==> src/rtl/calc_feeder.sv <==
// Operand-triple FIFO feeding three independent calc channels (A/B/C).
// Define CALC_FEEDER_LOCKSTEP_EN to make all three channels transfer together.
module calc_feeder #(
   parameter int DEPTH = 4,
   parameter int W     = 32
) (
   input  logic         clk,
   input  logic         rst,
   input  logic         pushIn,
   output logic         stopIn,
   input  logic [W-1:0] inA,
   input  logic [W-1:0] inB,
   input  logic [W-1:0] inC,
   output logic [W-1:0] A,
   output logic [W-1:0] B,
   output logic [W-1:0] C,
   output logic         pushA,
   output logic         pushB,
   output logic         pushC,
   input  logic         stopA,
   input  logic         stopB,
   input  logic         stopC,
   output logic [15:0]  tcount
);

   localparam int AW = (DEPTH > 1) ? $clog2(DEPTH) : 1;
   localparam int CW = AW + 1;

   logic [W-1:0]  r_mem_a [DEPTH];
   logic [W-1:0]  r_mem_b [DEPTH];
   logic [W-1:0]  r_mem_c [DEPTH];
   logic [AW-1:0] r_wptr;
   logic [AW-1:0] r_rptr;
   logic [CW-1:0] r_count;
   logic          r_sent_a;
   logic          r_sent_b;
   logic          r_sent_c;
   logic [15:0]   r_tcount;

   logic w_empty;
   logic w_full;
   logic w_accept;
   logic w_retire;
   logic w_xfer_a;
   logic w_xfer_b;
   logic w_xfer_c;

   assign w_empty  = (r_count == '0);
   assign w_full   = (r_count == CW'(DEPTH));
   assign w_accept = pushIn & ~w_full;
   assign stopIn   = w_full;
   assign tcount   = r_tcount;

   assign A = w_empty ? '0 : r_mem_a[r_rptr];
   assign B = w_empty ? '0 : r_mem_b[r_rptr];
   assign C = w_empty ? '0 : r_mem_c[r_rptr];

`ifdef CALC_FEEDER_LOCKSTEP_EN
   logic w_go;
   assign w_go  = ~w_empty & ~stopA & ~stopB & ~stopC;
   assign pushA = w_go;
   assign pushB = w_go;
   assign pushC = w_go;
`else
   assign pushA = ~w_empty & ~r_sent_a;
   assign pushB = ~w_empty & ~r_sent_b;
   assign pushC = ~w_empty & ~r_sent_c;
`endif

   assign w_xfer_a = pushA & ~stopA;
   assign w_xfer_b = pushB & ~stopB;
   assign w_xfer_c = pushC & ~stopC;

   // Head retires once every channel has delivered, now or earlier.
   assign w_retire = ~w_empty
                   & (r_sent_a | w_xfer_a)
                   & (r_sent_b | w_xfer_b)
                   & (r_sent_c | w_xfer_c);

   always_ff @(posedge clk) begin
      if (w_accept) begin
         r_mem_a[r_wptr] <= inA;
         r_mem_b[r_wptr] <= inB;
         r_mem_c[r_wptr] <= inC;
      end
   end

   always_ff @(posedge clk) begin
      if (!rst) begin
         r_wptr   <= '0;
         r_rptr   <= '0;
         r_count  <= '0;
         r_tcount <= '0;
      end else begin
         if (w_accept) begin
            r_wptr <= r_wptr + AW'(1);
         end
         if (w_retire) begin
            r_rptr   <= r_rptr + AW'(1);
            r_tcount <= r_tcount + 16'd1;
         end
         if (w_accept && !w_retire) begin
            r_count <= r_count + CW'(1);
         end else if (!w_accept && w_retire) begin
            r_count <= r_count - CW'(1);
         end
      end
   end

   always_ff @(posedge clk) begin
      if (!rst) begin
         r_sent_a <= 1'b0;
         r_sent_b <= 1'b0;
         r_sent_c <= 1'b0;
      end else begin
`ifdef CALC_FEEDER_LOCKSTEP_EN
         r_sent_a <= 1'b0;
         r_sent_b <= 1'b0;
         r_sent_c <= 1'b0;
`else
         if (w_retire) begin
            r_sent_a <= 1'b0;
            r_sent_b <= 1'b0;
            r_sent_c <= 1'b0;
         end else begin
            r_sent_a <= r_sent_a | w_xfer_a;
            r_sent_b <= r_sent_b | w_xfer_b;
            r_sent_c <= r_sent_c | w_xfer_c;
         end
`endif
      end
   end

endmodule

==> config.mk <==
export PLATFORM = sky130hd
export DESIGN_NAME = calc_feeder
export DESIGN_NICKNAME = d
export VERILOG_FILES = /design/src/rtl/calc_feeder.sv
export SDC_FILE = /design/constraint.sdc
export NUM_CORES = 1
export LEC_CHECK = 0
export CORE_UTILIZATION = 55
export DETAILED_ROUTE_END_ITERATION = 7
export PLACE_DENSITY = 0.8
export RECOVER_POWER = 50
export SKIP_CTS_REPAIR_TIMING = 1
export SYNTH_ARGS = -nofsm -noshare
export SYNTH_HDL_FRONTEND = slang
export SYNTH_SLANG_ARGS = --single-unit
==> constraint.sdc <==
create_clock -name clk -period 5.1 [get_ports clk]
set_input_delay 0.765 -clock clk [delete_from_list [all_inputs] [get_ports clk]]
set_output_delay 0.765 -clock clk [all_outputs]
set_load 0.01 [all_outputs]
==> results_dict.tcl, run 1 <==
set metrics [dict create \
    worstPathMaxFanout 52 \
    violations "max-capacitance violations, max-slew violations" \
    crit_family "simple AND/OR/NAND/NOR gates" \
    clock.fmax_mhz 239 \
    tns_ps 0 \
    portBuffers 217 \
    grt_usage 0.207 \
    holdPathStages 2 \
    first_global_vias 7991 \
    rsz0062_at_grt "false" \
    clockBufferDepth 3 \
    htree_levels 2 \
    p_clk_frac 0.289 \
    drive_gt1_frac 0.166 \
    fin_area_um2 19700 \
    post_dp_cell_area_um2 18500 \
    cts_made_buffers 42 \
    setup_ws_ps 916 \
    peakVddDrop_mv 0.298 \
    ant_nets 0 \
    synthesis.area_um2 15900 \
    cp_slowest_cell "or3_1" \
    holdCritStartpoint "tcount[15]" \
    synthCells 765 \
    relSlewSlack -0.571 \
    pwr-share-comb 0.274 \
    p_leak_nw 6.34 \
    place_congestion 0.710 \
    netlist_top_cells_count "edfxtp_1, and2_1, mux4_2" \
    endpoint_kind "output port" \
    crit_chain "or3_1 > buf_4 > and2_1 > clkdlybuf4s50_1" \
    grt_start_max_net_pins 56 \
    min_delay_worst_endpoint "tcount[15]" \
    worst-path-stages 4 \
    grt_overflow 0 \
    r2r-end "r_count[2]" \
    vias 7810 \
    core_um2 28100 \
    p_int_mw 7.26 \
    p_sw_frac 0.260 \
    r2r_start "r_count[0]" \
    regToRegSetupSlack_ps 1280 \
    cts-root-buf "clkbuf_16" \
    syn_nets 874 \
    required_ps 4340 \
    setup_viol 0 \
    clkTransAtPathRegs_ps 60 \
    antenna_found_initial 9 \
    drt_iter0_drc 746 \
    path_buf_inv 2 \
    die_area_um2 29500 \
    dominantRegCellSynth "edfxtp_1" \
    min_period_ps 4180 \
    worstHoldPathType "flip-flop to flip-flop" \
    start_kind "flip-flop" \
    synth-edff-count 384 \
    critical_path_class "flip-flop to output port" \
    yosys.area.top_type "edfxtp_1" \
    cp.arrival_ps 3420 \
    ys_seq_area_frac 0.762 \
    p_seq_frac 0.437 \
    route.detailed.drc 0 \
    drtPass1Iterations 5 \
    synth_cell_type_count 37 \
    yosys_register_bits 412 \
    dpl.hpwl_mm 17.8 \
    area_delta_synth_final_pct 24.5 \
    outcome "finished, violations left" \
    slew_violations 127 \
    powerDensity_nw_per_um2 497 \
    clock-sinks 412 \
    start_util 0.565 \
    hold_slack_ps 476 \
    cts_tree "done" \
    wl_per_cell_um 21.1 \
    postLayoutCoreUtil 0.703 \
    io_pins 218 \
    fp-row-count 61 \
    grt_pass1_wl_mm 45.0 \
    async_reset_ff_frac 0 \
    clock_latency_ps 520 \
    hold_viol 0 \
    dp_slack_ps 1800 \
    ys_warn_count 0 \
    r2r_cells 8 \
    yosysMostFrequentCell "edfxtp_1" \
    max_stage_delay_ps 1100 \
    power.switching_mw 2.55 \
    nNetsFinal 1106 \
    drv_cap 3 \
    viasPerCell 5.54 \
    yosys-top-cells-area "edfxtp_1, mux4_2, and2_1" \
    worst-slew-pin-transition_ps 2360 \
    post-synth-top-area-fraction 0.727 \
    die_w_um 172 \
    wl_mm 29.8 \
    fin_crit_sh 0.820 \
    clock_skew_ps 11.8 \
    syn_avg_cell_area_um2 20.7 \
    die_y_um 172 \
]
==> power by group through the flow <==
stage          registers (mW)  logic (mW)  clock network [mW]
2_1_floorplan            4.31        1.48                   0
3_3_place_gp             4.33        2.72                   0
3_5_place_dp             4.35        2.77                   0
4_1_cts                  4.29        2.78                2.90
5_1_grt                  4.33        2.89                3.03
6_report                 4.29        2.69                2.84
==> sequential cells by signal, summed over array words and instances, names as in the netlist, named ones only <==
register,count
r_sent_c,1
r_mem_c,128
r_sent_b,1
r_rptr,2
r_sent_a,1
r_count,3
r_mem_a,128
r_wptr,2
r_mem_b,128
tcount,16
==> metal layers <==
layer  global-route usage  part of all wire  up-vias
li1                     -                 -     3572
met1                0.269              0.39     3934
met2                0.347              0.51      248
met3               0.0591             0.075       46
met4               0.0504             0.016       10
met5                    0            0.0024        -
==> placed cells by master (no fill, tap or decap), types with 10 or more instances in the layout <==
cell               n
edfxtp_1         384
dlygate4sd3_1    114
clkdlybuf4s50_1  103
and2_1           101
mux4_2            96
clkbuf_16         43
dfxtp_1           26
a21oi_1           18
nor2_1            13
clkbuf_1          12
o31ai_1           11
or4_1             11
inv_1             10
==> how the worst max path moves through the flow <==
stage,start,end,slack [ps]
after floorplan,pushIn,r_mem_a[0][0],1260
after global placement,pushIn,r_mem_b[0][25],1840
after detailed placement,pushIn,r_mem_b[0][4],1800
after CTS,r_count[0],A[1],1290
after global routing,r_count[0],A[1],640
final,r_count[0],A[1],920
==> layout make-up <==
cell class | count | area [µm²]
sequential | 412 | 12100
fill | 1770 | 8340
multi-input combinational | 305 | 3530
timing repair buffer | 226 | 2310
clock buffer | 55 | 1120
tap | 378 | 473
clock inverter | 21 | 160
inverter | 10 | 37.5
antenna | 3 | 7.51
==> worst min-delay path, stage by stage, from the launching register on <==
cell and delay, ps:
dfxtp_1 320, nand2_1 50, mux2i_1 50
==> metrics by stage <==
step                power [mW]  std cells
CTS                       9.97       1407
global placement          7.05       1331
floorplan                 5.79        765
global route              10.2       1408
detailed placement        7.12       1331
finish                    9.81       1410
==> kinds of logic (layout without fill, tap and decap cells) <==
group,after synthesis,after routing,synth area share
flip-flops,412,412,0.762
multiplexers,100,100,0.139
XOR/XNOR,5,5,0.00276
adder cells (fa/ha/maj),7,7,0.00599
buffers and inverters,48,312,0.0144
AND/OR/NAND/NOR,157,157,0.0629
AO/OA/AOI/OAI,36,36,0.0131
other,0,3,0
Power figures use the tool's default switching activity.
==> run 2: changes to the inputs <==
Settings changed: CORE_UTILIZATION 55 to 49, PLACE_DENSITY 0.8 to 0.75.
Clock period 5.1 ns to 3.75 ns, I/O delays scaled along.
==> results_dict.tcl, run 2 (synthesis gave the netlist of run 1 again) <==
set metrics [dict create \
    outcome "complete, no violations" \
    setup_viol 0 \
    wl_mm 30.1 \
    power.switching_mw 3.50 \
    r2r-end "r_mem_a[0][11]" \
    grt_pass1_wl_mm 46.9 \
    top_regs "r_mem_a: 128 flops, r_mem_b: 128 flops, r_mem_c: 128 flops" \
    worstPathMaxFanout 38 \
    io_pins 218 \
    clkTransAtPathRegs_ps 60 \
    cts_made_buffers 41 \
    r2r_cells 5 \
    rsz0062_at_grt "false" \
    route.detailed.drc 0 \
    dp_slack_ps 833 \
    die_y_um 182 \
    p_sw_frac 0.261 \
    final_cell_mix "edfxtp_1, clkdlybuf4s50_1, and2_1" \
    fin_area_um2 19900 \
    p_leak_nw 6.31 \
    clockBufferDepth 3 \
    cp.arrival_ps 2740 \
    placedCellCount 1363 \
    powerDensity_nw_per_um2 676 \
    cts-root-buf "clkbuf_16" \
    crit_family "buffers and inverters" \
    slew_violations 0 \
    cts_tree "done" \
    mostFrequentLayoutCell "edfxtp_1" \
    vias 7882 \
    tns_ps 0 \
    required_ps 3190 \
    core_um2 31700 \
    drive_gt1_frac 0.173 \
    endpoint_kind "output port" \
    worst-slew-pin-transition_ps 1490 \
    cp_slowest_cell "dfxtp_4" \
    first_global_vias 8255 \
    wl_per_cell_um 20.9 \
    min_period_ps 3300 \
    grt_usage 0.188 \
    clock.fmax_mhz 303 \
    p_int_mw 9.93 \
    htree_levels 2 \
    clock_latency_ps 520 \
    area_delta_synth_final_pct 25.2 \
    drt_iter0_drc 570 \
    die_w_um 182 \
    viasPerCell 5.47 \
    postLayoutCoreUtil 0.626 \
    post_dp_cell_area_um2 18600 \
    place_congestion 0.744 \
    finalNonFillerCells 1442 \
    holdPathStages 2 \
    start_util 0.500 \
    critical_path_class "flip-flop to output port" \
    grt_overflow 0 \
    drv_cap 0 \
    die_area_um2 33100 \
    worstHoldPathType "flip-flop to flip-flop" \
    ant_nets 0 \
    peakVddDrop_mv 0.440 \
    nNetsFinal 1113 \
    hold_viol 0 \
    max_stage_delay_ps 600 \
    setup_ws_ps 450 \
    drtPass1Iterations 5 \
    antenna_found_initial 10 \
    holdCritStartpoint "tcount[13]" \
    fin_crit_sh 0.880 \
    regToRegSetupSlack_ps 910 \
    path_buf_inv 2 \
    fp-row-count 65 \
    pwr-share-comb 0.276 \
    crit_chain "buf_12 > mux4_2 > and2_1 > clkdlybuf4s50_1" \
    relSlewSlack 0.00730 \
    portBuffers 217 \
    p_seq_frac 0.433 \
    clock-sinks 412 \
    min_delay_worst_endpoint "tcount[13]" \
    p_clk_frac 0.291 \
    dpl.hpwl_mm 17.9 \
    clock_skew_ps 12.2 \
    r2r_start "r_count[0]" \
    grt_start_max_net_pins 77 \
    fill_cells 2168 \
    start_kind "flip-flop" \
]
run 2: worst register-to-register path, cell delays in order, from the launching register on:
cell and delay [ps]:
dfxtp_1 460, nor3b_1 140, nor2b_1 130, clkbuf_1 330, and2_0 280, clkbuf_2 1080
run 2: worst max-delay path by stage:
stage / end / slack [ps] / cells after the start
finish: C[30] / 450 / 4
global route: B[24] / 180 / 4
CTS: C[30] / 340 / 4
detailed placement: r_count[2] / 830 / 9
global placement: r_count[2] / 860 / 9
floorplan: r_mem_a[1][0] / 110 / 3
run 2: per-stage QoR:
step	power, mW	hold slack [ps]
global placement	9.68	459
floorplan	7.87	465
global route	14.1	528
finish	13.4	498
CTS	13.7	499
detailed placement	9.75	490
run 2: layer usage:
metal | share of wire | vias up | GRT usage
li1 | - | 3580 | -
met1 | 0.40 | 3984 | 0.242
met2 | 0.50 | 265 | 0.313
met3 | 0.079 | 47 | 0.0548
met4 | 0.018 | 6 | 0.0504
met5 | 0.0014 | - | 0
run 2: power by group through the flow:
stage	clock (mW)	combinational, mW	sequential (mW)
2_1_floorplan	0	2.01	5.86
3_3_place_gp	0	3.81	5.87
3_5_place_dp	0	3.84	5.90
5_1_grt	4.16	4.04	5.86
6_report	3.90	3.71	5.81
4_1_cts	3.99	3.86	5.81
run 2: final cells by class:
cell class	instances	area (µm²)	area share
Sequential cell	412	12100	0.609
Antenna cell	8	20.0	0.00101
Inverter	10	37.5	0.00189
Timing Repair Buffer	234	2360	0.119
Clock buffer	48	1090	0.0551
Multi-Input combinational cell	305	3550	0.179
Clock inverter	23	191	0.00964
Tap cell	402	503	0.0253
==> run 3: changes to the inputs <==
Settings changed: ABC_AREA set to 1, CORE_UTILIZATION 49 to 50, PLACE_DENSITY 0.75 to 0.76.
==> results_dict.tcl, run 3 <==
set metrics [dict create \
    synthCells 1360 \
    setup_ws_ps 200 \
    nNetsFinal 1675 \
    peakVddDrop_mv 0.534 \
    mostFrequentLayoutCell "nor2_1" \
    io_pins 218 \
    start_kind "flip-flop" \
    netlist_top_cells_count "nor2_1, edfxtp_1, o21ai_0" \
    yosys-top-cells-area "edfxtp_1, nor2_1, o21ai_0" \
    cts_made_buffers 42 \
    ys_warn_count 0 \
    grt_usage 0.220 \
    start_util 0.514 \
    syn_nets 1469 \
    area_delta_synth_final_pct 23.9 \
    worstHoldPathType "flip-flop to flip-flop" \
    die_area_um2 33500 \
    drt_iter0_drc 817 \
    drtPass1Iterations 5 \
    ys_seq_area_frac 0.738 \
    route.detailed.drc 0 \
    p_seq_frac 0.420 \
    power.switching_mw 4.18 \
    relSlewSlack -0.335 \
    fin_crit_sh 0.947 \
    violations "max-capacitance violations, max-slew violations" \
    p_clk_frac 0.277 \
    clock_skew_ps 29.1 \
    cts_tree "done" \
    grt_start_max_net_pins 115 \
    fill_cells 2441 \
    min_period_ps 3550 \
    grt_pass1_wl_mm 57.4 \
    clock-sinks 412 \
    synth_cell_type_count 28 \
    cts-root-buf "clkbuf_16" \
    cp.arrival_ps 2990 \
    wl_mm 37.0 \
    synthesis.area_um2 16400 \
    post_dp_cell_area_um2 19100 \
    yosysMostFrequentCell "nor2_1" \
    slew_violations 43 \
    clock_latency_ps 530 \
    drv_cap 3 \
    setup_viol 0 \
    antenna_found_initial 5 \
    p_sw_frac 0.304 \
    drive_gt1_frac 0.0645 \
    required_ps 3190 \
    fp-row-count 65 \
    dominantRegCellSynth "edfxtp_1" \
    multi_input_area_um2 3730 \
    critical_path_class "flip-flop to output port" \
    htree_levels 2 \
    p_leak_nw 6.89 \
    top_regs "r_mem_a: 128 flops, r_mem_b: 128 flops, r_mem_c: 128 flops" \
    die_y_um 183 \
    fin_area_um2 20300 \
    p_total_mw 13.8 \
    post-synth-top-area-fraction 0.704 \
    viasPerCell 5.34 \
    die_w_um 183 \
    p_int_mw 9.59 \
    clockBufferDepth 3 \
    dp_slack_ps 782 \
    async_reset_ff_frac 0 \
    portBuffers 217 \
    vias 10881 \
    hold_viol 0 \
    clock.fmax_mhz 282 \
    powerDensity_nw_per_um2 679 \
    worstPathMaxFanout 62 \
    wl_per_cell_um 18.2 \
    final_cell_mix "nor2_1, edfxtp_1, o21ai_0" \
    clkTransAtPathRegs_ps 60 \
    rsz0062_at_grt "false" \
    grt_overflow 0 \
    worst-slew-pin-transition_ps 2000 \
    first_global_vias 10888 \
    yosys.area.top_type "edfxtp_1" \
    endpoint_kind "output port" \
    pwr-share-comb 0.303 \
    syn_avg_cell_area_um2 12.0 \
    core_um2 31900 \
    synth-edff-count 384 \
    yosys_register_bits 412 \
    dpl.hpwl_mm 21.2 \
    outcome "finished, violations left" \
    ant_nets 0 \
    place_congestion 0.799 \
    seqCellArea_um2 12100 \
]
-- run 3: changes by cell type after synthesis, moves of 11 or more --
| cell | before | now |
|---|---|---|
| buf_2 | 8 | 35 |
| clkbuf_1 | 18 | 29 |
| o31ai_1 | 11 | 0 |
| nor2_1 | 13 | 407 |
| or4_1 | 11 | 0 |
| nand2_1 | 6 | 60 |
| nand2_2 | 0 | 14 |
| mux4_2 | 96 | 0 |
| inv_1 | 10 | 27 |
| and2_1 | 102 | 0 |
| o21ai_0 | 5 | 191 |
| a21oi_1 | 18 | 112 |
-- run 3: logic make-up (layout without fill, tap and decap cells) --
group,Yosys count,after routing,share of synthesized area
adders and majority gates,7,7,0.00580
DFF,412,412,0.738
buffers and inverters,111,347,0.0309
and+or+nand+nor,499,499,0.120
other,0,6,0
AOI/OAI and AO/OA,322,322,0.101
xor gates and xnor gates,9,9,0.00481
-- run 3: layer usage --
layer	share of wire	GRT usage	up-vias	routed length, µm
met2	0.50	0.379	381	18300
met5	0.00035	0	-	13
met3	0.062	0.0298	48	2280
met4	0.020	0.0663	2	752
li1	-	-	5175	-
met1	0.42	0.291	5275	15600
-- run 3: cell type report --
type                    count  share of cell area
repair buffers            241               0.125
inverters                  32             0.00623
multi-input cells         837               0.184
well taps                 435              0.0268
clock buffers              54              0.0551
clock inverters            20             0.00623
diodes                      6            0.000740
flip-flops and latches    412               0.596
-- run 3: worst paths after layout --
path	from	to	slack, ps	depth (start not counted)
worst min register to register	r_count[1]	r_count[1]	500	2
worst max register to register	r_count[0]	r_rptr[1]	710	8
worst min-delay path	r_count[1]	r_count[1]	500	2
worst max-delay path	flip-flop	C[6]	200	6
-- run 3: power groups by stage --
stage | combinational (mW) | clock [mW] | sequential (mW)
finish | 4.17 | 3.82 | 5.79
global route | 4.54 | 4.05 | 5.83
CTS | 4.27 | 3.88 | 5.79
detailed placement | 4.24 | 0 | 5.88
global placement | 4.18 | 0 | 5.86
floorplan | 2.04 | 0 | 5.88
-- run 3: metrics by stage --
| step | hold WS, ps | utilization | instances | setup TNS [ps] |
|---|---|---|---|---|
| floorplan | 460 | - | 1360 | -587220 |
| global placement | 478 | 0.600 | 1957 | 0 |
| detailed placement | 490 | 0.600 | 1957 | 0 |
| CTS | 502 | 0.639 | 2031 | 0 |
| global route | 522 | 0.636 | 2035 | 0 |
| finish | 496 | 0.636 | 2037 | 0 |
-- run 3: critical path, cell delays in order, from the launching register on --
cell,delay [ps]
dfxtp_4,830
buf_4,450
nor2_1,100
nor2_1,100
o21ai_0,140
a21oi_1,220
clkdlybuf4s50_1,570
